===== src/rtl/rns_reverse_converter.sv =====
// rns_reverse_converter: sequential RNS residue-to-binary decoder using an incremental residue counter search
// Optional early abort on non-coprime moduli when RNS_COPRIME_CHECK_EN is defined.
module rns_reverse_converter #(
    parameter int RES_W = 3,
    parameter int OUT_W = 3 * RES_W
) (
    input  logic             clk,
    input  logic             rst_n,
    input  logic             in_valid_i,
    output logic             in_ready_o,
    input  logic [RES_W-1:0] res1_i,
    input  logic [RES_W-1:0] res2_i,
    input  logic [RES_W-1:0] res3_i,
    input  logic [RES_W-1:0] moduli1_i,
    input  logic [RES_W-1:0] moduli2_i,
    input  logic [RES_W-1:0] moduli3_i,
    output logic             out_valid_o,
    input  logic             out_ready_i,
    output logic [OUT_W-1:0] bin_out_o,
    output logic             err_o
);
    typedef enum logic [1:0] {IDLE, SEARCH, DONE} state_t;

    state_t           state_q;
    logic [RES_W-1:0] r_q [3];
    logic [RES_W-1:0] m_q [3];
    logic [RES_W-1:0] c_q [3];
    logic [RES_W-1:0] c_d [3];
    logic [RES_W-1:0] r_in [3];
    logic [RES_W-1:0] m_in [3];
    logic [OUT_W-1:0] x_q, x_d, mm_q, mm_d;
    logic [OUT_W-1:0] bin_q;
    logic             in_ready_q, out_valid_q, err_q;
    logic             bad_in, match, last, wrap;

    assign r_in = '{res1_i, res2_i, res3_i};
    assign m_in = '{moduli1_i, moduli2_i, moduli3_i};
    assign mm_d = OUT_W'(moduli1_i) * OUT_W'(moduli2_i) * OUT_W'(moduli3_i);
    assign x_d  = x_q + OUT_W'(1);
    assign last = (x_q == mm_q - OUT_W'(1));

    // Input legality, per-channel counter step and current-match detection
    always_comb begin
        bad_in = 1'b0;
        match  = 1'b1;
        for (int i = 0; i < 3; i++) begin
            bad_in = bad_in | (m_in[i] < RES_W'(2)) | (r_in[i] >= m_in[i]);
            match  = match & (c_q[i] == r_q[i]);
            c_d[i] = (c_q[i] == m_q[i] - RES_W'(1)) ? '0 : c_q[i] + RES_W'(1);
        end
    end

`ifdef RNS_COPRIME_CHECK_EN
    // Every counter about to roll over together means the tuple returns to (0,0,0) next step,
    // i.e. it has cycled at lcm < M without a match: abort instead of walking up to M
    always_comb begin
        wrap = 1'b1;
        for (int i = 0; i < 3; i++) wrap = wrap & (c_q[i] == m_q[i] - RES_W'(1));
    end
`else
    assign wrap = 1'b0;
`endif

    // Control FSM with registered handshake and result outputs
    always_ff @(posedge clk) begin
        if (!rst_n) begin
            state_q     <= IDLE;
            in_ready_q  <= 1'b0;
            out_valid_q <= 1'b0;
            bin_q       <= '0;
            err_q       <= 1'b0;
            x_q         <= '0;
            mm_q        <= '0;
            for (int i = 0; i < 3; i++) begin
                c_q[i] <= '0;
                r_q[i] <= '0;
                m_q[i] <= '0;
            end
        end else begin
            case (state_q)
                IDLE: begin
                    if (in_valid_i && in_ready_q) begin
                        in_ready_q <= 1'b0;
                        x_q        <= '0;
                        mm_q       <= mm_d;
                        for (int i = 0; i < 3; i++) begin
                            c_q[i] <= '0;
                            r_q[i] <= r_in[i];
                            m_q[i] <= m_in[i];
                        end
                        if (bad_in) begin
                            state_q     <= DONE;
                            out_valid_q <= 1'b1;
                            bin_q       <= '0;
                            err_q       <= 1'b1;
                        end else begin
                            state_q <= SEARCH;
                        end
                    end else begin
                        in_ready_q <= 1'b1;
                    end
                end
                SEARCH: begin
                    if (match || last || wrap) begin
                        state_q     <= DONE;
                        out_valid_q <= 1'b1;
                        bin_q       <= match ? x_q : '0;
                        err_q       <= !match;
                    end else begin
                        x_q <= x_d;
                        c_q <= c_d;
                    end
                end
                DONE: begin
                    if (out_ready_i) begin
                        state_q     <= IDLE;
                        out_valid_q <= 1'b0;
                        in_ready_q  <= 1'b1;
                    end
                end
                default: state_q <= IDLE;
            endcase
        end
    end

    assign in_ready_o  = in_ready_q;
    assign out_valid_o = out_valid_q;
    assign bin_out_o   = bin_q;
    assign err_o       = err_q;
endmodule


===== config.mk =====
export PLATFORM = sky130hd
export DESIGN_NAME = rns_reverse_converter
export DESIGN_NICKNAME = d
export VERILOG_FILES = /design/src/rtl/rns_reverse_converter.sv
export SDC_FILE = /design/constraint.sdc
export NUM_CORES = 1
export LEC_CHECK = 0
export CORE_UTILIZATION = 50
export DETAILED_ROUTE_END_ITERATION = 10
export PLACE_DENSITY_LB_ADDON = 0.25
export SLEW_MARGIN = 15
export SYNTH_ARGS = -nofsm -noshare
export SYNTH_HDL_FRONTEND = slang
export SYNTH_SLANG_ARGS = --single-unit
export TNS_END_PERCENT = 50

===== constraint.sdc =====
create_clock -name clk -period 4.1 [get_ports clk]
set_input_delay 0.41 -clock clk [delete_from_list [all_inputs] [get_ports clk]]
set_output_delay 0.41 -clock clk [all_outputs]
set_load 0.05 [all_outputs]

# After elaboration in Yosys (flattened, before gate mapping)
# Memory sizes are Yosys's and may differ from the RTL's.
# Index checks and enable logic that the tools add are counted.
[op_classes]
add_sub_neg = 8
n_mul = 2
magnitude_cmp = 6
eq_ne = 14
muxes = 39
n_bitwise = 13
reduce_logical = 13
[ops]
columns = ["cell", "n"]
rows = [
  ["9-bit two-way mux", 7],
  ["9-bit one-hot mux with 2 select lines", 3],
  ["3-bit two-way mux", 9],
  ["3-bit == test", 6],
  ["1-bit two-way mux", 12],
  ["1-bit bitwise OR", 11],
  ["2-bit != test (second input constant)", 5],
  ["3-bit by 1-bit adder with 3-bit output (second input constant)", 3],
  ["9-bit by 1-bit adder with 9-bit output (second input constant)", 1],
  ["9-bit == test", 1],
  ["3-bit greater-or-equal comparator", 3],
  ["3-bit by 2-bit less-than comparator with 1-bit output (second input constant)", 3],
  ["6-bit by 3-bit multiplier with 9-bit output", 1],
  ["3-bit by 1-bit subtractor with 3-bit output (second input constant)", 3],
  ["9-bit by 1-bit subtractor with 9-bit output (second input constant)", 1],
  ["2-bit two-way mux", 4],
  ["3-bit by 3-bit multiplier with 6-bit output", 1],
  ["2-bit one-hot mux with 3 select lines", 1],
  ["3-bit AND reduction", 2],
  ["5-bit AND reduction", 1],
  ["1-bit one-hot mux with 2 select lines", 2],
  ["2-bit AND reduction", 2],
  ["4-bit AND reduction", 1],
  ["2-bit nonzero test", 2],
  ["other kinds (9)", 10],
]
[totals]
reg_bits = 41
mem_bits_rw = 18
input_bits = 22
out_inout_bits = 12
elab_cells = 107
memories = 2
[memory_table]
columns = ["memory", "words", "width", "rd", "rd_clocked_by_memory_dff", "wr", "line", "text"]
rows = [
  ["m_q", 3, 3, 3, 0, 3, "26", "logic [RES_W-1:0] m_q [3];"],
  ["r_q", 3, 3, 3, 0, 3, "25", "logic [RES_W-1:0] r_q [3];"],
]

# Longest topological paths before layout
[depth]
ltp_word = 9
ltp_mapped = 16
depth_no_buf = 16

# Worst setup path before layout
# No wires, ideal clock.
[synth_timing]
path_kind = "input port to flip-flop"
startpoint = "input port moduli1_i[1]"
endpoint = "register mm_q[7]"
setup_time_ns = 0.129
t_arrival_ns = 3.596
required_time_ns = 3.971
path_slack_ns = 0.375
stages = 15
path_buffers = 0
cell_sequence = "inv_1 -> nor2_1 -> fa_1 -> ha_1 -> fa_1 -> nand2_1 -> fa_1 -> inv_1 -> ha_1 -> a21o_1 -> a21oi_1 -> o21bai_1 -> a21oi_1 -> xor2_1 -> o21ai_0"
[synth_between]
elab_chain_cells = 2
[synth_rtl]
columns = ["item", "line", "text"]
rows = [
  ["from (decl)", "14", "input logic [RES_W-1:0] moduli1_i,"],
  ["3-bit by 3-bit multiplier with 6-bit output", "38", "assign mm_d = OUT_W'(moduli1_i) * OUT_W'(moduli2_i) * OUT_W'(moduli3_i);"],
  ["6-bit by 3-bit multiplier with 9-bit output", "38", ""],
  ["to (signal assigned)", "85", "mm_q <= mm_d;"],
  ["to (decl)", "31", "logic [OUT_W-1:0] x_q, x_d, mm_q, mm_d;"],
]
# Every way passes these cells.
# A chain may end at the register's enable or synchronous reset.

# Final worst setup path
[layout_timing]
startpoint = "input port moduli1_i[0]"
endpoint = "register mm_q[5]"
# Same word-level chain as after synthesis.

==> reports/results.tsv <==
stage	metric	value	unit
run_status	status	completed	
detailed_routing	Post-route DRC	0	
synthesis	async set or reset register ratio after synthesis	0	
cells_and_area	area grow syn2layout	18.8	%
detailed_routing	WL/cell	13.4	um
timing	Worst slew margin	0.516	
synthesis	dominant cell type by area after synthesis	dfxtp_1	
critical_path	reg2reg setup slack	1.40	ns
global_route	grt ovf	0	
timing	Worst-Margin Slew	0.725	ns
global_route	antenna violations before repair	0	
clock_network	root buf cell	clkbuf_8	
timing	max-slew violation count	0	
timing	fmax	259	MHz
synthesis	mapped cell area	3860	um2
detailed_routing	metal2 WL	3690	um
synthesis	Net Count, Synth	495	
synthesis	Yosys reg bits	59	
floorplan	effective utilization at floorplan	0.523	
power	peak supply drop	146	uV
floorplan	die area	8070	um2
cells_and_area	Multi-input gate area	2300	um2
synthesis	syn avg cell area	8.91	um2
hold_path	worst hold path type	reg2reg	
clock_network	CTS clk-pin slew, worst paths	0.07	ns
cells_and_area	Register Area	1360	um2
critical_path	arrival time of the worst setup path	4.11	ns
critical_path	Startpoint Class	input port	
critical_path	Worst path max stage delay	0.59	ns
place	Place WS	-0.266	ns
clock_network	CTS tree	built	
critical_path	Crit path buffers/inverters	3	
floorplan	die height	89.8	um
global_route	largest net degree at the start of global routing	56	
synthesis	sequential-to-total area share from yosys stat	0.353	
floorplan	die width	89.8	um
place	number of port buffers	33	
global_route	global-route wire length before repair	13600	um
critical_path	kind of critical path	in2reg	
power	Power Total	1.77	mW
timing	Worst Skew	0.0106	ns
critical_path	CP cell instances	clkdlybuf4s50_1, and2_1, fa_1, ha_1, fa_1, nand2_1, fa_1, inv_1, ha_1, a21o_1, a21oi_2, buf_4, xnor2_1, o21ai_0, and2_1	
detailed_routing	routed wl met3	290	um
cells_and_area	Nets	538	
timing	minimum clock period	3.87	ns
detailed_routing	M1 WL	3740	um
critical_path	crit path max-delay cell type	fa_1	
clock_network	hold_buf cts	0	
cells_and_area	ratio of cells with drive above 1 in the final layout	0.0811	
detailed_routing	Max Used Layer	met4	
clock_network	H-tree depth	3	
clock_network	later-pin clock latency in the skew report	0.35	ns
job	Max-cap violations	0	
clock_network	Sink Count	59	
synthesis	synth top area cells	dfxtp_1, edfxtp_1, ha_1, nand2_1, xnor2_1	
place	gp weighted congestion	0.871	
detailed_routing	initial drt markers	89	
detailed_routing	Via Count	3085	
timing	period utilisation layout	0.943	
detailed_routing	Final ANT Viol Nets	0	
critical_path	Top delay family on crit path	adder cells	
timing	Final Worst Setup Slack	0.233	ns
timing	final number of hold-violating endpoints	0	
synthesis	top cell type's share of synthesized area	0.213	
timing	final hold slack	0.447	ns
synthesis	number of synthesized flops with an enable pin	18	
detailed_routing	Post-Route WL	7790	um
clock_network	CTS buffer count	9	
place	Post-DP HPWL	5910	um
synthesis	Yosys cell types	58	
critical_path	CP required	4.35	ns
cells_and_area	Layout fillers	657	
floorplan	Rows	31	
clock_network	clk buf depth	2	
synthesis	yosys warns	0	
timing	Final setup viols	0	
cells_and_area	ANT cells	0	
timing	unrepaired setup endpoints after global routing	false	
detailed_routing	DRT Pass-1 Iters	4	
synthesis	Post-synth top flop	dfxtp_1	
timing	setup_tns	0	ns
floorplan	I/O pin count	34	
power	P_leak	1.99	nW
critical_path	crit end category	register	
detailed_routing	vias per inst	5.32	
global_route	GRT Total Usage	0.211	
global_route	vias in the first global route	2955	
synthesis	Synth Instances	433	
critical_path	CP most frequent cell	fa_1	
floorplan	core area	7370	um2
power	pwr/cell area	387	nW/um2
critical_path	CP Max Fanout	2	
==> where the power goes <==
part	internal [mW]	switching, mW	total, mW	leakage (nW)
combinational	0.211	0.275	0.486	1.36
clock	0.346	0.250	0.595	0.106
sequential	0.655	0.0362	0.692	0.521
total	1.21	0.561	1.77	1.99
==> placed cells by master (no fill, tap or decap), types with 3 or more instances in the layout <==
| cell type | n |
|---|---|
| a21boi_1 | 3 |
| a21o_1 | 5 |
| a21oi_1 | 14 |
| a31oi_1 | 4 |
| and2_1 | 11 |
| and3_1 | 11 |
| buf_4 | 14 |
| clkbuf_8 | 9 |
| clkdlybuf4s50_1 | 33 |
| dfxtp_1 | 41 |
| edfxtp_1 | 18 |
| fa_1 | 7 |
| ha_1 | 33 |
| inv_1 | 35 |
| mux2i_1 | 11 |
| nand2_1 | 52 |
| nand2b_1 | 4 |
| nand3_1 | 19 |
| nand3b_1 | 7 |
| nand4_1 | 5 |
| nor2_1 | 22 |
| nor2b_1 | 4 |
| nor3_1 | 3 |
| o211ai_1 | 3 |
| o21ai_0 | 10 |
| o21ai_1 | 19 |
| or3_1 | 7 |
| xnor2_1 | 17 |
| xor2_1 | 17 |
==> cells in the mapped netlist (2+ instances only) <==
master     number
a21oi_1        16
o211a_1         2
mux2i_1        11
fa_1            7
clkbuf_1       10
o21ai_1        19
o211ai_1        3
ha_1           33
a31oi_1         4
o21ai_0        10
a211oi_1        2
nor2_1         23
nand4bb_1       2
nand4_1         5
o21bai_1        2
a21boi_1        3
nor3_1          3
nor3b_1         2
and3_1         11
a21boi_0        2
xor2_1         17
inv_1          35
nand3_1        19
or3_1           7
a21o_1          5
nand3b_1        7
nand2_1        52
dfxtp_1        41
nor2b_1         4
buf_2           2
nand2b_1        4
xnor2_1        17
edfxtp_1       18
and2_1         11
==> worst register-to-register path, stage by stage (launching register included) <==
cell and delay (ns):
dfxtp_1 0.41, nor4_2 0.46, nand2_1 0.12, xnor2_1 0.14, a2111o_1 0.44, o21a_1 0.24, or3_1 0.56, mux2i_1 0.21
==> through the flow <==
step           instance area, um2   util  std cells
6_report                     4580  0.622        580
5_1_grt                      4580  0.622        580
4_1_cts                      4570  0.620        580
3_5_place_dp                 4350  0.590        564
3_3_place_gp                 4350  0.590        564
2_1_floorplan                3860      -        433
==> cell families (layout without fill, tap and decap cells) <==
logic type | after synthesis | after routing | synth area share
buffers and inverters | 50 | 98 | 0.0522
multiplexers | 12 | 12 | 0.0315
adder cells (fa/ha/maj) | 40 | 40 | 0.143
AND/OR/NAND/NOR | 159 | 159 | 0.215
flip-flops | 59 | 59 | 0.353
AO/OA/AOI/OAI | 79 | 79 | 0.128
XOR/XNOR | 34 | 34 | 0.0772
==> routing by layer <==
| metal | vias to the layer above | global-route usage |
|---|---|---|
| li1 | 1600 | - |
| met4 | 0 | 0.0628 |
| met1 | 1429 | 0.267 |
| met3 | 7 | 0.0558 |
| met2 | 49 | 0.353 |
| met5 | - | 0 |
==> state kept, by name (all words and copies together), names as in the netlist, 2 cells and up <==
name	count
bin_out_o	9
c_q	9
m_q	9
mm_q	9
r_q	9
x_q	9
state_q	2
==> cell type report <==
type                       count  area share
clock buffer                   9      0.0270
clock inverter                 7      0.0221
inverter                      35      0.0287
multi-input combinational    324       0.503
sequential                    59       0.297
tap                           99      0.0270
timing repair buffer          47      0.0951
==> final timing paths <==
path / start / end / depth (start not counted)
hold / removal: err_o$_SDFFE_PN0P_ / err_o$_SDFFE_PN0P_ / 2
hold reg to reg: err_o$_SDFFE_PN0P_ / err_o$_SDFFE_PN0P_ / 2
setup reg to reg: mm_q[3]$_SDFFE_PN0P_ / bin_out_o[7]$_SDFFE_PN0P_ / 7
setup / recovery: moduli1_i[0] / mm_q[5]$_SDFFE_PN0P_ / 15
==> timing repair <==
item / 4_1_cts / 5_1_grt
endpoints found under the hold margin: 0 / 0
gates resized for setup: 0 / 3
buffers inserted: 0 / 0
endpoints found under the setup margin: 0 / 2
No activity file was read; power rests on OpenSTA's default activity.
